$ cat config.mk
export PLATFORM = sky130hd
export DESIGN_NAME = sprite_motion_engine
export DESIGN_NICKNAME = d
export VERILOG_FILES = /design/src/rtl/sprite_motion_engine_pkg.sv /design/src/rtl/sprite_motion_engine_grid_to_pixel.sv /design/src/rtl/sprite_motion_engine.sv
export SDC_FILE = /design/constraint.sdc
export NUM_CORES = 1
export LEC_CHECK = 0
export ABC_CLOCK_PERIOD_IN_PS = 4650
export CAP_MARGIN = 15
export CORE_MARGIN = 2
export CORE_UTILIZATION = 54
export DETAILED_ROUTE_END_ITERATION = 7
export GPL_ROUTABILITY_DRIVEN = 0
export PLACE_DENSITY = 0.93
export SLEW_MARGIN = 40
export SYNTH_ARGS = -nofsm -noshare
export SYNTH_HDL_FRONTEND = slang
export SYNTH_HIERARCHICAL = 1
export SYNTH_SLANG_ARGS = --single-unit
$ cat constraint.sdc
create_clock -name clk -period 4.65 [get_ports clk]
set_clock_uncertainty 0.2 [all_clocks]
set_input_delay 0.6975 -clock clk [delete_from_list [all_inputs] [get_ports clk]]
set_output_delay 0.6975 -clock clk [all_outputs]
set_load 0.05 [all_outputs]
$ cat src/rtl/sprite_motion_engine_pkg.sv
// Shared definitions for the sprite motion engine: direction codes, sprite
// indices, default playfield geometry and default start cells.
package sprite_motion_engine_pkg;

  localparam logic [3:0] DIR_RIGHT = 4'b0001;
  localparam logic [3:0] DIR_UP    = 4'b0010;
  localparam logic [3:0] DIR_DOWN  = 4'b0100;
  localparam logic [3:0] DIR_LEFT  = 4'b1000;

  localparam int SPR_PACMAN = 0;
  localparam int SPR_BLINKY = 1;
  localparam int SPR_PINKY  = 2;
  localparam int SPR_INKY   = 3;
  localparam int SPR_CLYDE  = 4;

  localparam int DEF_NUM_SPRITES = 5;
  localparam int DEF_GRID_W      = 80;
  localparam int DEF_GRID_H      = 50;
  localparam int DEF_CELL        = 16;
  localparam int DEF_ORIGIN_X    = 336;
  localparam int DEF_ORIGIN_Y    = 27;

  // Sprite 0 occupies the least significant field.
  localparam logic [34:0] DEF_RESET_COLS = {7'd67, 7'd43, 7'd6, 7'd66, 7'd64};
  localparam logic [29:0] DEF_RESET_ROWS = {6'd2, 6'd23, 6'd25, 6'd6, 6'd17};

  typedef enum logic [1:0] {
    S_IDLE,
    S_QUERY,
    S_UPDATE,
    S_DONE
  } state_t;

endpackage

$ cat src/rtl/sprite_motion_engine_grid_to_pixel.sv
// Combinational grid-cell to pixel-centre converter; results wrap to the
// output widths.
module grid_to_pixel
  import sprite_motion_engine_pkg::*;
#(
  parameter int CW       = 7,
  parameter int RW       = 6,
  parameter int CELL     = DEF_CELL,
  parameter int ORIGIN_X = DEF_ORIGIN_X,
  parameter int ORIGIN_Y = DEF_ORIGIN_Y,
  parameter int XW       = 11,
  parameter int YW       = 10
) (
  input  logic [CW-1:0] col,
  input  logic [RW-1:0] row,
  output logic [XW-1:0] x,
  output logic [YW-1:0] y
);

  assign x = XW'(ORIGIN_X + int'(col) * CELL + CELL / 2 - 1);
  assign y = YW'(ORIGIN_Y + int'(row) * CELL + CELL / 2 - 1);

endmodule

$ cat src/rtl/sprite_motion_engine.sv
// Walks every sprite once per step, asks the map which moves are legal and
// advances each sprite by at most one cell, wrapping at the grid edges.
module sprite_motion_engine
  import sprite_motion_engine_pkg::*;
#(
  parameter int NUM_SPRITES = DEF_NUM_SPRITES,
  parameter int GRID_W      = DEF_GRID_W,
  parameter int GRID_H      = DEF_GRID_H,
  parameter int CELL        = DEF_CELL,
  parameter int ORIGIN_X    = DEF_ORIGIN_X,
  parameter int ORIGIN_Y    = DEF_ORIGIN_Y,
  parameter int XW          = 11,
  parameter int YW          = 10,
  parameter int WRAP_EN     = 1,
  parameter logic [NUM_SPRITES*$clog2(GRID_W)-1:0] RESET_COLS = DEF_RESET_COLS,
  parameter logic [NUM_SPRITES*$clog2(GRID_H)-1:0] RESET_ROWS = DEF_RESET_ROWS
) (
  input  logic                          clk,
  input  logic                          rst,
  input  logic                          step,
  input  logic [NUM_SPRITES*4-1:0]      dir,
  output logic                          busy,
  output logic                          done,
  output logic                          vm_req,
  output logic [$clog2(GRID_W)-1:0]     vm_col,
  output logic [$clog2(GRID_H)-1:0]     vm_row,
  input  logic                          vm_ack,
  input  logic [3:0]                    vm_valid,
  output logic [NUM_SPRITES*XW-1:0]     pos_x,
  output logic [NUM_SPRITES*YW-1:0]     pos_y,
  output logic [NUM_SPRITES-1:0]        moved
);

  localparam int CW = $clog2(GRID_W);
  localparam int RW = $clog2(GRID_H);
  localparam int KW = (NUM_SPRITES > 1) ? $clog2(NUM_SPRITES) : 1;
  localparam logic [KW-1:0] K_LAST = KW'(NUM_SPRITES - 1);

  state_t state, state_d;
  logic start, take, apply;
  logic [KW-1:0] k;
  logic [NUM_SPRITES*4-1:0] dir_q;
  logic [3:0] vm_valid_q;

  logic [CW-1:0] col   [NUM_SPRITES];
  logic [CW-1:0] col_d [NUM_SPRITES];
  logic [RW-1:0] row   [NUM_SPRITES];
  logic [RW-1:0] row_d [NUM_SPRITES];
  logic [XW-1:0] px    [NUM_SPRITES];
  logic [YW-1:0] py    [NUM_SPRITES];

  logic [3:0] d;
  logic [CW-1:0] mv_col;
  logic [RW-1:0] mv_row;
  logic mv_ok;

  always_ff @(posedge clk) begin
    if (rst) state <= S_IDLE;
    else     state <= state_d;
  end

  always_comb begin
    state_d = state;
    start   = 1'b0;
    take    = 1'b0;
    apply   = 1'b0;
    vm_req  = 1'b0;
    busy    = 1'b1;
    done    = 1'b0;
    case (state)
      S_IDLE: begin
        busy = 1'b0;
        if (step) begin
          start   = 1'b1;
          state_d = S_QUERY;
        end
      end
      S_QUERY: begin
        vm_req = 1'b1;
        if (vm_ack) begin
          take    = 1'b1;
          state_d = S_UPDATE;
        end
      end
      S_UPDATE: begin
        apply   = 1'b1;
        state_d = (k == K_LAST) ? S_DONE : S_QUERY;
      end
      S_DONE: begin
        done    = 1'b1;
        state_d = S_IDLE;
      end
      default: state_d = S_IDLE;
    endcase
  end

  assign vm_col = col[k];
  assign vm_row = row[k];

  // Candidate move for sprite k; a non-one-hot direction matches no case arm.
  always_comb begin
    d      = dir_q[{k, 2'b00} +: 4];
    mv_col = col[k];
    mv_row = row[k];
    mv_ok  = 1'b0;
    if ((d & vm_valid_q) != 4'b0000) begin
      case (d)
        DIR_RIGHT: begin
          mv_ok  = (col[k] != CW'(GRID_W - 1)) || (WRAP_EN != 0);
          mv_col = (col[k] == CW'(GRID_W - 1)) ? '0 : col[k] + 1'b1;
        end
        DIR_LEFT: begin
          mv_ok  = (col[k] != '0) || (WRAP_EN != 0);
          mv_col = (col[k] == '0) ? CW'(GRID_W - 1) : col[k] - 1'b1;
        end
        DIR_DOWN: begin
          mv_ok  = (row[k] != RW'(GRID_H - 1)) || (WRAP_EN != 0);
          mv_row = (row[k] == RW'(GRID_H - 1)) ? '0 : row[k] + 1'b1;
        end
        DIR_UP: begin
          mv_ok  = (row[k] != '0) || (WRAP_EN != 0);
          mv_row = (row[k] == '0) ? RW'(GRID_H - 1) : row[k] - 1'b1;
        end
        default: mv_ok = 1'b0;
      endcase
    end
  end

  // Next cell per sprite; the pixel converters see this so pos_* lands on
  // the same edge as the cell update (and as reset).
  always_comb begin
    for (int i = 0; i < NUM_SPRITES; i++) begin
      col_d[i] = col[i];
      row_d[i] = row[i];
      if (rst) begin
        col_d[i] = RESET_COLS[i*CW +: CW];
        row_d[i] = RESET_ROWS[i*RW +: RW];
      end else if (apply && mv_ok && (k == KW'(i))) begin
        col_d[i] = mv_col;
        row_d[i] = mv_row;
      end
    end
  end

  for (genvar g = 0; g < NUM_SPRITES; g++) begin : g_pix
    grid_to_pixel #(
      .CW(CW), .RW(RW), .CELL(CELL), .ORIGIN_X(ORIGIN_X),
      .ORIGIN_Y(ORIGIN_Y), .XW(XW), .YW(YW)
    ) u_g2p (
      .col(col_d[g]),
      .row(row_d[g]),
      .x  (px[g]),
      .y  (py[g])
    );
  end

  always_ff @(posedge clk) begin
    col <= col_d;
    row <= row_d;
    for (int i = 0; i < NUM_SPRITES; i++) begin
      pos_x[i*XW +: XW] <= px[i];
      pos_y[i*YW +: YW] <= py[i];
    end
  end

  always_ff @(posedge clk) begin
    if (rst) begin
      k     <= '0;
      moved <= '0;
    end else begin
      if (start) begin
        k     <= '0;
        moved <= '0;
      end
      if (apply) begin
        moved[k] <= mv_ok;
        if (k != K_LAST) k <= k + 1'b1;
      end
    end
  end

  always_ff @(posedge clk) begin
    if (start) dir_q <= dir;
    if (take)  vm_valid_q <= vm_valid;
  end

endmodule

**After elaboration in Yosys (flattened, before gate mapping)**

Index checks and enable logic that the tools add are counted.

- Input bits: 28
- Register bits after elaboration: 204

- $lt $le $gt $ge: 3
- Bitwise gates (word level): 2
- Muxes and demuxes: 57
- Add/sub/neg operators: 35
- Shift operators: 1
- Reduce and logical (&&, ||, !) cells: 14
- Equality and inequality tests: 16

Operator list:

| kind | number |
|---|---|
| two-way mux 7 bit | 15 |
| two-way mux 6 bit | 15 |
| adder 11 x 5 -> 11 bit (second input constant) | 5 |
| adder 9 x 11 -> 11 bit (first input constant) | 5 |
| subtractor 11 x 2 -> 11 bit (second input constant) | 5 |
| adder 10 x 5 -> 10 bit (second input constant) | 5 |
| adder 5 x 10 -> 10 bit (first input constant) | 5 |
| subtractor 10 x 2 -> 10 bit (second input constant) | 5 |
| binary-select mux 7 bit (select 3 bit) | 1 |
| variable part select 20 x 6 -> 4 bit | 1 |
| binary-select mux 6 bit (select 3 bit) | 1 |
| two-way mux 5 bit | 3 |
| one-hot mux 7 bit (2 select lines) | 1 |
| one-hot mux 6 bit (2 select lines) | 1 |
| two-way mux 1 bit | 11 |
| two-way mux 3 bit | 3 |
| one-hot mux 2 bit (4 select lines) | 1 |
| adder 7 x 1 -> 7 bit (second input constant) | 1 |
| equality test 7 bit (second input constant) | 1 |
| logical AND 1 bit | 7 |
| zero test 7 bit | 1 |
| subtractor 7 x 1 -> 7 bit (second input constant) | 1 |
| adder 6 x 1 -> 6 bit (second input constant) | 1 |
| equality test 3 x 2 -> 1 bit (second input constant) | 2 |
| 27 further kinds | 31 |

**Longest topological paths before layout**

Gate-level depths: netlist (run 1).

- Depth after elaboration: 13
- Mapped depth: 17

**Hierarchy**

Netlist (run 1), hierarchy kept.

By module, submodules not included:

| module | cells each | area an instance (µm²) | sequential area each (µm²) | instances |
|---|---|---|---|---|
| sprite_motion_engine | 714 | 7554.7 | 4324.1 | 1 |
| grid_to_pixel | 30 | 227.7 | 0.0 | 5 |

**Least setup slack after synthesis (run 1)**

Ideal clock, no wire load.

- Path kind: register to register
- Start point: register k[1]
- End point: register pos_y[49]
- Cell stages (with the launch flop): 18
- Path slack: 0.411 ns
- Buffers on the path: 3
- Data required time: 4.323 ns
- Clock period less this slack: 4.239 ns
- Arrival time: 3.911 ns
- Cells stage by stage: dfxtp_1 > buf_6 > buf_2 > buf_2 > mux2i_1 > nand2_1 > a32oi_1 > inv_1 > ha_1 > nor3b_1 > nand4_1 > nand2_1 > o311a_1 > a41o_1 > o31ai_1 > ha_1 > nand3_1 > xnor2_1

RTL lines:

| element | line | text |
|---|---|---|
| start, declared | sprite_motion_engine.sv:41 | `logic [KW-1:0] k;` |
| start signal, assigned | sprite_motion_engine.sv:177 | `if (k != K_LAST) k <= k + 1'b1;` |
| end signal, assigned by index | sprite_motion_engine.sv:162 | `pos_y[i*YW +: YW] <= py[i];` |
| end, declared | sprite_motion_engine.sv:30 | `output logic [NUM_SPRITES*YW-1:0] pos_y,` |

==> flow_metrics.py, run 1 <==
metrics = {
    "power": {
        "p_total_mw": 3.90,
        "pwr_density_cell_mw_per_mm2": 347,
        "vdd_drop_max_uv": 351,
        "p_leak_nw": 4.31,
    },
    "drt": {
        "viasPerCell": 5.87,
        "vias": 7489,
        "firstDrtPassIters": 8,
        "drtIter0Drc": 1195,
        "wl_mm": 23.7,
        "drc": 19,
        "final_antenna_net_count": 0,
        "avgRoutedWirePerCell_um": 18.6,
    },
    "synthesis": {
        "synth_common_cells": "180 x dfxtp_1, 84 x nor2_1, 46 x buf_4",
        "synthCells": 864,
        "syn_area_per_cell_um2": 10.1,
        "yosys.area.top_type_share_pct": 41.5,
        "async_reset_ff_share_pct": 0,
        "netlist.top_cell.by_area": "dfxtp_1",
        "yosysMostFrequentCell": "dfxtp_1",
        "synth.yosys.seq_area_share_pct": 49.7,
        "netlist_area_mm2": 0.00869,
        "yosys_warnings": 6,
        "ys.flop_type": "dfxtp_1",
        "synth_cell_types": 79,
        "ys_ff_latch": 204,
        "synth-edff-count": 24,
        "yosys-top-cells-area": "dfxtp_1 41%, edfxtp_1 8.3%, buf_4 4.0%, nor2_1 3.6%, ha_1 3.2%",
    },
    "critical_path": {
        "reg2reg_depth": 12,
        "reg2reg_to": "pos_x[10]",
        "crit_path_end_kind": "flop",
        "worstPathMaxFanout": 19,
        "crit_path_end": "pos_x[10]",
        "crit_required_ns": 4.89,
        "r2r_start": "k[0]",
        "crit_path_start": "k[0]",
        "startpoint_type": "flop",
        "reg2reg_slack_ns": 0.25,
        "cp_data_arrival_time_ns": 4.63,
        "path_class": "flop to flop",
    },
    "floorplan": {
        "die_x_um": 131,
        "start_util_pct": 54.9,
        "fp.coreArea_mm2": 0.0158,
        "ios": 154,
        "num_rows": 46,
        "die_h_um": 131,
        "die_area_mm2": 0.0171,
    },
    "status": {
        "violations": "design-rule violations",
        "status": "complete, but fails checks",
    },
    "grt": {
        "overflow": 0,
        "grt_max_degree": 44,
        "grt_pass1_wl_mm": 37.4,
        "antenna_found_initial": 0,
        "grt_util_all_layers_pct": 27.5,
        "grt_pass1_vias": 7414,
    },
    "sta": {
        "rsz0062_at_grt": "no",
        "final-hold-violation-count": 0,
        "relSlewSlack_pct": 47.3,
        "worst_slew_pin_slew_ns": 0.789,
        "slew_viol_final": 0,
        "period_needed_ns": 4.40,
        "setup_viol": 0,
        "tns_ns": 0,
        "clock.fmax_mhz": 227,
        "post-route-period-util_pct": 94.5,
    },
    "clocking": {
        "cts_resized": 0,
        "clockBufferDepth": 3,
        "clk_latency_ns": 0.51,
        "post-cts-setup-buffer-count": 0,
        "cts_tree": "done",
        "root_buffer": "clkbuf_16",
        "cts.sinks": 204,
        "clk_pin_slew_ns": 0.07,
        "hold_buffers": 0,
        "cts_buffers": 21,
        "cts_max_level": 1,
    },
    "cells_and_area": {
        "area_delta_synth_final_pct": 29.5,
        "num_antenna_cells": 0,
        "drive_above_1_share_pct": 13.0,
        "fillers": 1127,
        "nets": 1095,
        "finalNonFillerCells": 1276,
        "final_core_util_pct": 71.1,
    },
    "worst_hold_path": {
        "min-delay-path-class": "flop to flop",
    },
    "placed_design": {
        "dp.cells": 1238,
        "portBuffers": 153,
        "dp_hpwl_mm": 16.9,
    },
    "job": {
        "maxCapViolations": 0,
    },
}
## flip-flops by register name, indices dropped and copies added (netlist names)
name,cells
pos_x,55
pos_y,50
col,35
row,30
dir_q,20
moved,5
vm_valid_q,4
k,3
state,2
## power by group
part / total, mW / internal, mW / switching, mW
sequential: 1.83 / 1.82 / 0.0136
clock: 1.72 / 1.02 / 0.702
combinational: 0.348 / 0.118 / 0.230
## routing by layer
layer / global-route usage [%] / wire length [um] / vias to the layer above
li1: - / - / 3378
met1: 34.0 / 8840 / 3431
met4: 12.8 / 1240 / 0
met3: 6.31 / 2620 / 139
met5: 0 / 0 / -
met2: 45.9 / 11000 / 541
## final cells by class
| class | instances | area, um^2 | share of cell area (%) |
|---|---|---|---|
| Sequential cell | 204 | 4330 | 38.4 |
| Multi-Input combinational cell | 571 | 3840 | 34.1 |
| Timing Repair Buffer | 212 | 1970 | 17.5 |
| Clock buffer | 27 | 631 | 5.60 |
| Tap cell | 216 | 270 | 2.40 |
| Inverter | 35 | 131 | 1.17 |
| Clock inverter | 11 | 95.1 | 0.844 |
## layout by cell type, fill, tap and decap left out, types with 6 or more instances in the layout
master	instances
clkdlybuf4s50_1	152
o21ai_0	19
clkinv_2	6
conb_1	40
xnor2_1	28
a211o_1	7
mux2_2	7
and2_1	9
nor2b_1	6
nor3_1	14
a32oi_1	8
buf_4	59
xor2_1	15
o211ai_1	7
a21o_1	8
nand2_1	22
nand4_1	7
edfxtp_1	24
nand3b_1	13
ha_1	22
a211oi_1	34
a22oi_1	10
nand2b_1	8
a31oi_1	6
o22ai_1	8
clkbuf_16	23
nor2_1	84
a21oi_1	27
mux2i_1	17
or3_1	8
dfxtp_1	177
inv_1	34
and3_1	9
nand3_1	33
## worst min path at each step
stage / start / end / slack, ns / cells past startpoint
final: moved[2] / moved[2] / 0.27 / 2
after global routing: moved[3] / moved[3] / 0.30 / 2
after CTS: moved[2] / moved[2] / 0.27 / 2
after detailed placement: moved[2] / moved[2] / 0.26 / 2
after global placement: moved[2] / moved[2] / 0.25 / 2
after floorplan: col[22] / col[22] / 0.28 / 1
## per-stage QoR
step | area (um^2) | setup slack [ns] | hold slack, ns
final | 11300 | 0.254 | 0.274
after global routing | 11300 | 0.0988 | 0.300
after CTS | 11200 | 0.135 | 0.274
after detailed placement | 10500 | 0.182 | 0.263
after global placement | 10500 | 0.335 | 0.253
after floorplan | 8810 | 0.411 | 0.279
## critical path, cell delays in order, from the launching register on
cell and delay [ns]:
dfxtp_2 0.56, or2_1 0.41, nor3_1 0.11, a2111o_1 0.48, or4_4 0.63, and3_1 0.26, and2_1 0.22, buf_4 0.19
a211oi_1 0.53, ha_1 0.32, o21ai_2 0.10, a21boi_2 0.15, xor2_1 0.15
## cells by family (layout without fill, tap and decap cells)
group	after synthesis	count (layout)	share of synthesized area, %
AOI/OAI and AO/OA	199	199	17.2
muxes	25	25	3.04
xor gates and xnor gates	43	43	4.33
buffers and inverters	119	285	7.53
and+or+nand+nor	242	242	14.6
DFF	204	204	49.7
adders and majority gates	22	22	3.17
other	10	40	0.432
(Power assumes the default switching activity.)
==> run 2, diff against run 1 <==
--- a/config.mk
+++ b/config.mk
@@ -5,13 +5,13 @@
 export SDC_FILE = /design/constraint.sdc
 export NUM_CORES = 1
 export LEC_CHECK = 0
-export ABC_CLOCK_PERIOD_IN_PS = 4650
+export ABC_CLOCK_PERIOD_IN_PS = 3500
 export CAP_MARGIN = 15
 export CORE_MARGIN = 2
-export CORE_UTILIZATION = 54
+export CORE_UTILIZATION = 48
 export DETAILED_ROUTE_END_ITERATION = 7
 export GPL_ROUTABILITY_DRIVEN = 0
-export PLACE_DENSITY = 0.93
+export PLACE_DENSITY = 0.88
 export SLEW_MARGIN = 40
 export SYNTH_ARGS = -nofsm -noshare
 export SYNTH_HDL_FRONTEND = slang
==> constraint.sdc (replaced) <==
create_clock -name clk -period 3.5 [get_ports clk]
set_clock_uncertainty 0.2 [all_clocks]
set_input_delay 0.525 -clock clk [delete_from_list [all_inputs] [get_ports clk]]
set_output_delay 0.525 -clock clk [all_outputs]
set_load 0.05 [all_outputs]
==> run 2 against run 1 <==
  * The flow finishes with violations (design-rule violations, negative setup slack)
  * Non-clock buffer count grew 206
  * Worst setup slack lost 0.89 ns
  * Total power grew 40%
  * Register-to-register slack lost 0.89 ns
  * Combinational power grew 100%
  * Critical path type unchanged
  * Largest cell class is now multi-input combinational cells
==> flow_metrics.py, run 2 (synthesis results as in run 1) <==
metrics = {
    "status": {
        "status": "complete, but fails checks",
        "violations": "design-rule violations, negative setup slack",
    },
    "cells_and_area": {
        "multi_input_area_mm2": 0.00503,
        "postLayoutCellArea_mm2": 0.0143,
        "final_common_cell": "buf_4",
        "area_delta_synth_final_pct": 64.1,
        "mostFrequentLayoutCells": "238 x buf_4, 177 x dfxtp_1, 139 x clkdlybuf4s50_1, 79 x nor2_1, 40 x conb_1",
        "ff_latch_area_mm2": 0.00433,
        "largest-register": "pos_x",
        "biggestRegsByFlops": "pos_x x55, pos_y x50, col x35",
        "fillers": 878,
        "drive_above_1_share_pct": 40.1,
        "num_antenna_cells": 0,
        "finalNonFillerCells": 1497,
        "final_core_util_pct": 79.9,
        "largest_reg_flops": 55,
        "nets": 1302,
    },
    "sta": {
        "tns_ns": -33.84,
        "relSlewSlack_pct": 50.5,
        "final-hold-violation-count": 0,
        "setup_viol": 117,
        "slew_viol_final": 0,
        "period_needed_ns": 4.14,
        "clock.fmax_mhz": 242,
        "post-route-period-util_pct": 118,
        "worst_slew_pin_slew_ns": 0.743,
        "worst_hold_slack_ns": 0.287,
        "rsz0062_at_grt": "yes",
        "fin_ws_ns": -0.639,
    },
    "drt": {
        "drtIter0Drc": 1628,
        "wl_mm": 39.9,
        "final_antenna_net_count": 0,
        "firstDrtPassIters": 8,
        "avgRoutedWirePerCell_um": 26.7,
        "vias": 9677,
        "drc": 59,
        "viasPerCell": 6.46,
    },
    "floorplan": {
        "die_area_mm2": 0.0192,
        "die_h_um": 139,
        "die_x_um": 139,
        "start_util_pct": 48.7,
        "num_rows": 49,
        "fp.coreArea_mm2": 0.0178,
        "ios": 154,
    },
    "power": {
        "pwr_density_cell_mw_per_mm2": 383,
        "p_leak_nw": 5.62,
        "vdd_drop_max_uv": 452,
        "p_total_mw": 5.47,
    },
    "placed_design": {
        "place_area_mm2": 0.0119,
        "portBuffers": 153,
        "dp_hpwl_mm": 19.2,
        "post-place-ws_ns": -0.448,
        "dp.cells": 1400,
    },
    "clocking": {
        "cts_buffers": 22,
        "cts_tree": "done",
        "hold_buffers": 0,
        "clk_latency_ns": 0.54,
        "root_buffer": "clkbuf_16",
        "clk_pin_slew_ns": 0.07,
        "cts_max_level": 1,
        "clockBufferDepth": 3,
        "cts.sinks": 204,
    },
    "critical_path": {
        "cp_data_arrival_time_ns": 4.35,
        "crit_required_ns": 3.71,
        "worstPathMaxFanout": 7,
        "startpoint_type": "flop",
        "reg2reg_depth": 16,
        "path_class": "flop to flop",
        "crit_path_end_kind": "flop",
    },
    "grt": {
        "grt_max_degree": 48,
        "grt_pass1_vias": 8987,
        "overflow": 0,
        "grt_util_all_layers_pct": 31.0,
        "antenna_found_initial": 0,
        "grt_pass1_wl_mm": 47.7,
    },
    "job": {
        "maxCapViolations": 0,
    },
    "worst_hold_path": {
        "min-delay-path-class": "flop to flop",
        "min_path_cells": 2,
    },
}
-- run 2: cell type report --
cell class,count,area share [%]
multi-input combinational,571,35.3
tap,229,2.01
timing repair buffer,418,26.3
clock buffer,24,3.91
inverter,35,0.965
sequential,204,30.4
clock inverter,16,1.15
-- run 2: report_power, final --
part / switching (mW) / internal [mW] / total [mW]
logic: 0.438 / 0.273 / 0.711
clock network: 1.00 / 1.32 / 2.32
registers: 0.0215 / 2.42 / 2.44
-- run 2: path summary, 6_finish.rpt --
kind                  from        end  slack (ns)
setup reg to reg      k[1]  pos_y[48]       -0.64
hold reg to reg   moved[4]   moved[4]        0.29
setup / recovery      k[1]  pos_y[48]       -0.64
hold / removal    moved[4]   moved[4]        0.29
-- run 2: routing by layer --
metal | up-vias | share of wire (%) | track usage (%) | routed length (um)
met5 | - | 0 | 0 | 0
met4 | 0 | 9.7 | 20.9 | 3890
met3 | 440 | 13 | 9.43 | 5350
met2 | 996 | 44 | 51.2 | 17600
met1 | 4457 | 33 | 34.4 | 13100
li1 | 3784 | - | - | -
-- run 2: repair_timing --
action,in CTS,in global routing
gates resized for setup,103,132
pin swaps,23,63
gates cloned,0,2
setup buffers,16,42
endpoints found under the setup margin,59,101
-- run 2: worst max-delay path, cell delays in order (launching register included) --
cell and delay, ns:
dfxtp_4 0.40, buf_6 0.15, clkinvlp_4 0.16, buf_6 0.16
a21o_1 0.22, a32oi_4 0.34, inv_4 0.08, ha_4 0.18
nor3b_2 0.16, nand4_1 0.24, and2_1 0.34, nand3_1 0.23
a41o_4 0.39, o31ai_4 0.31, buf_4 0.17, nand3_1 0.09
xnor2_1 0.16
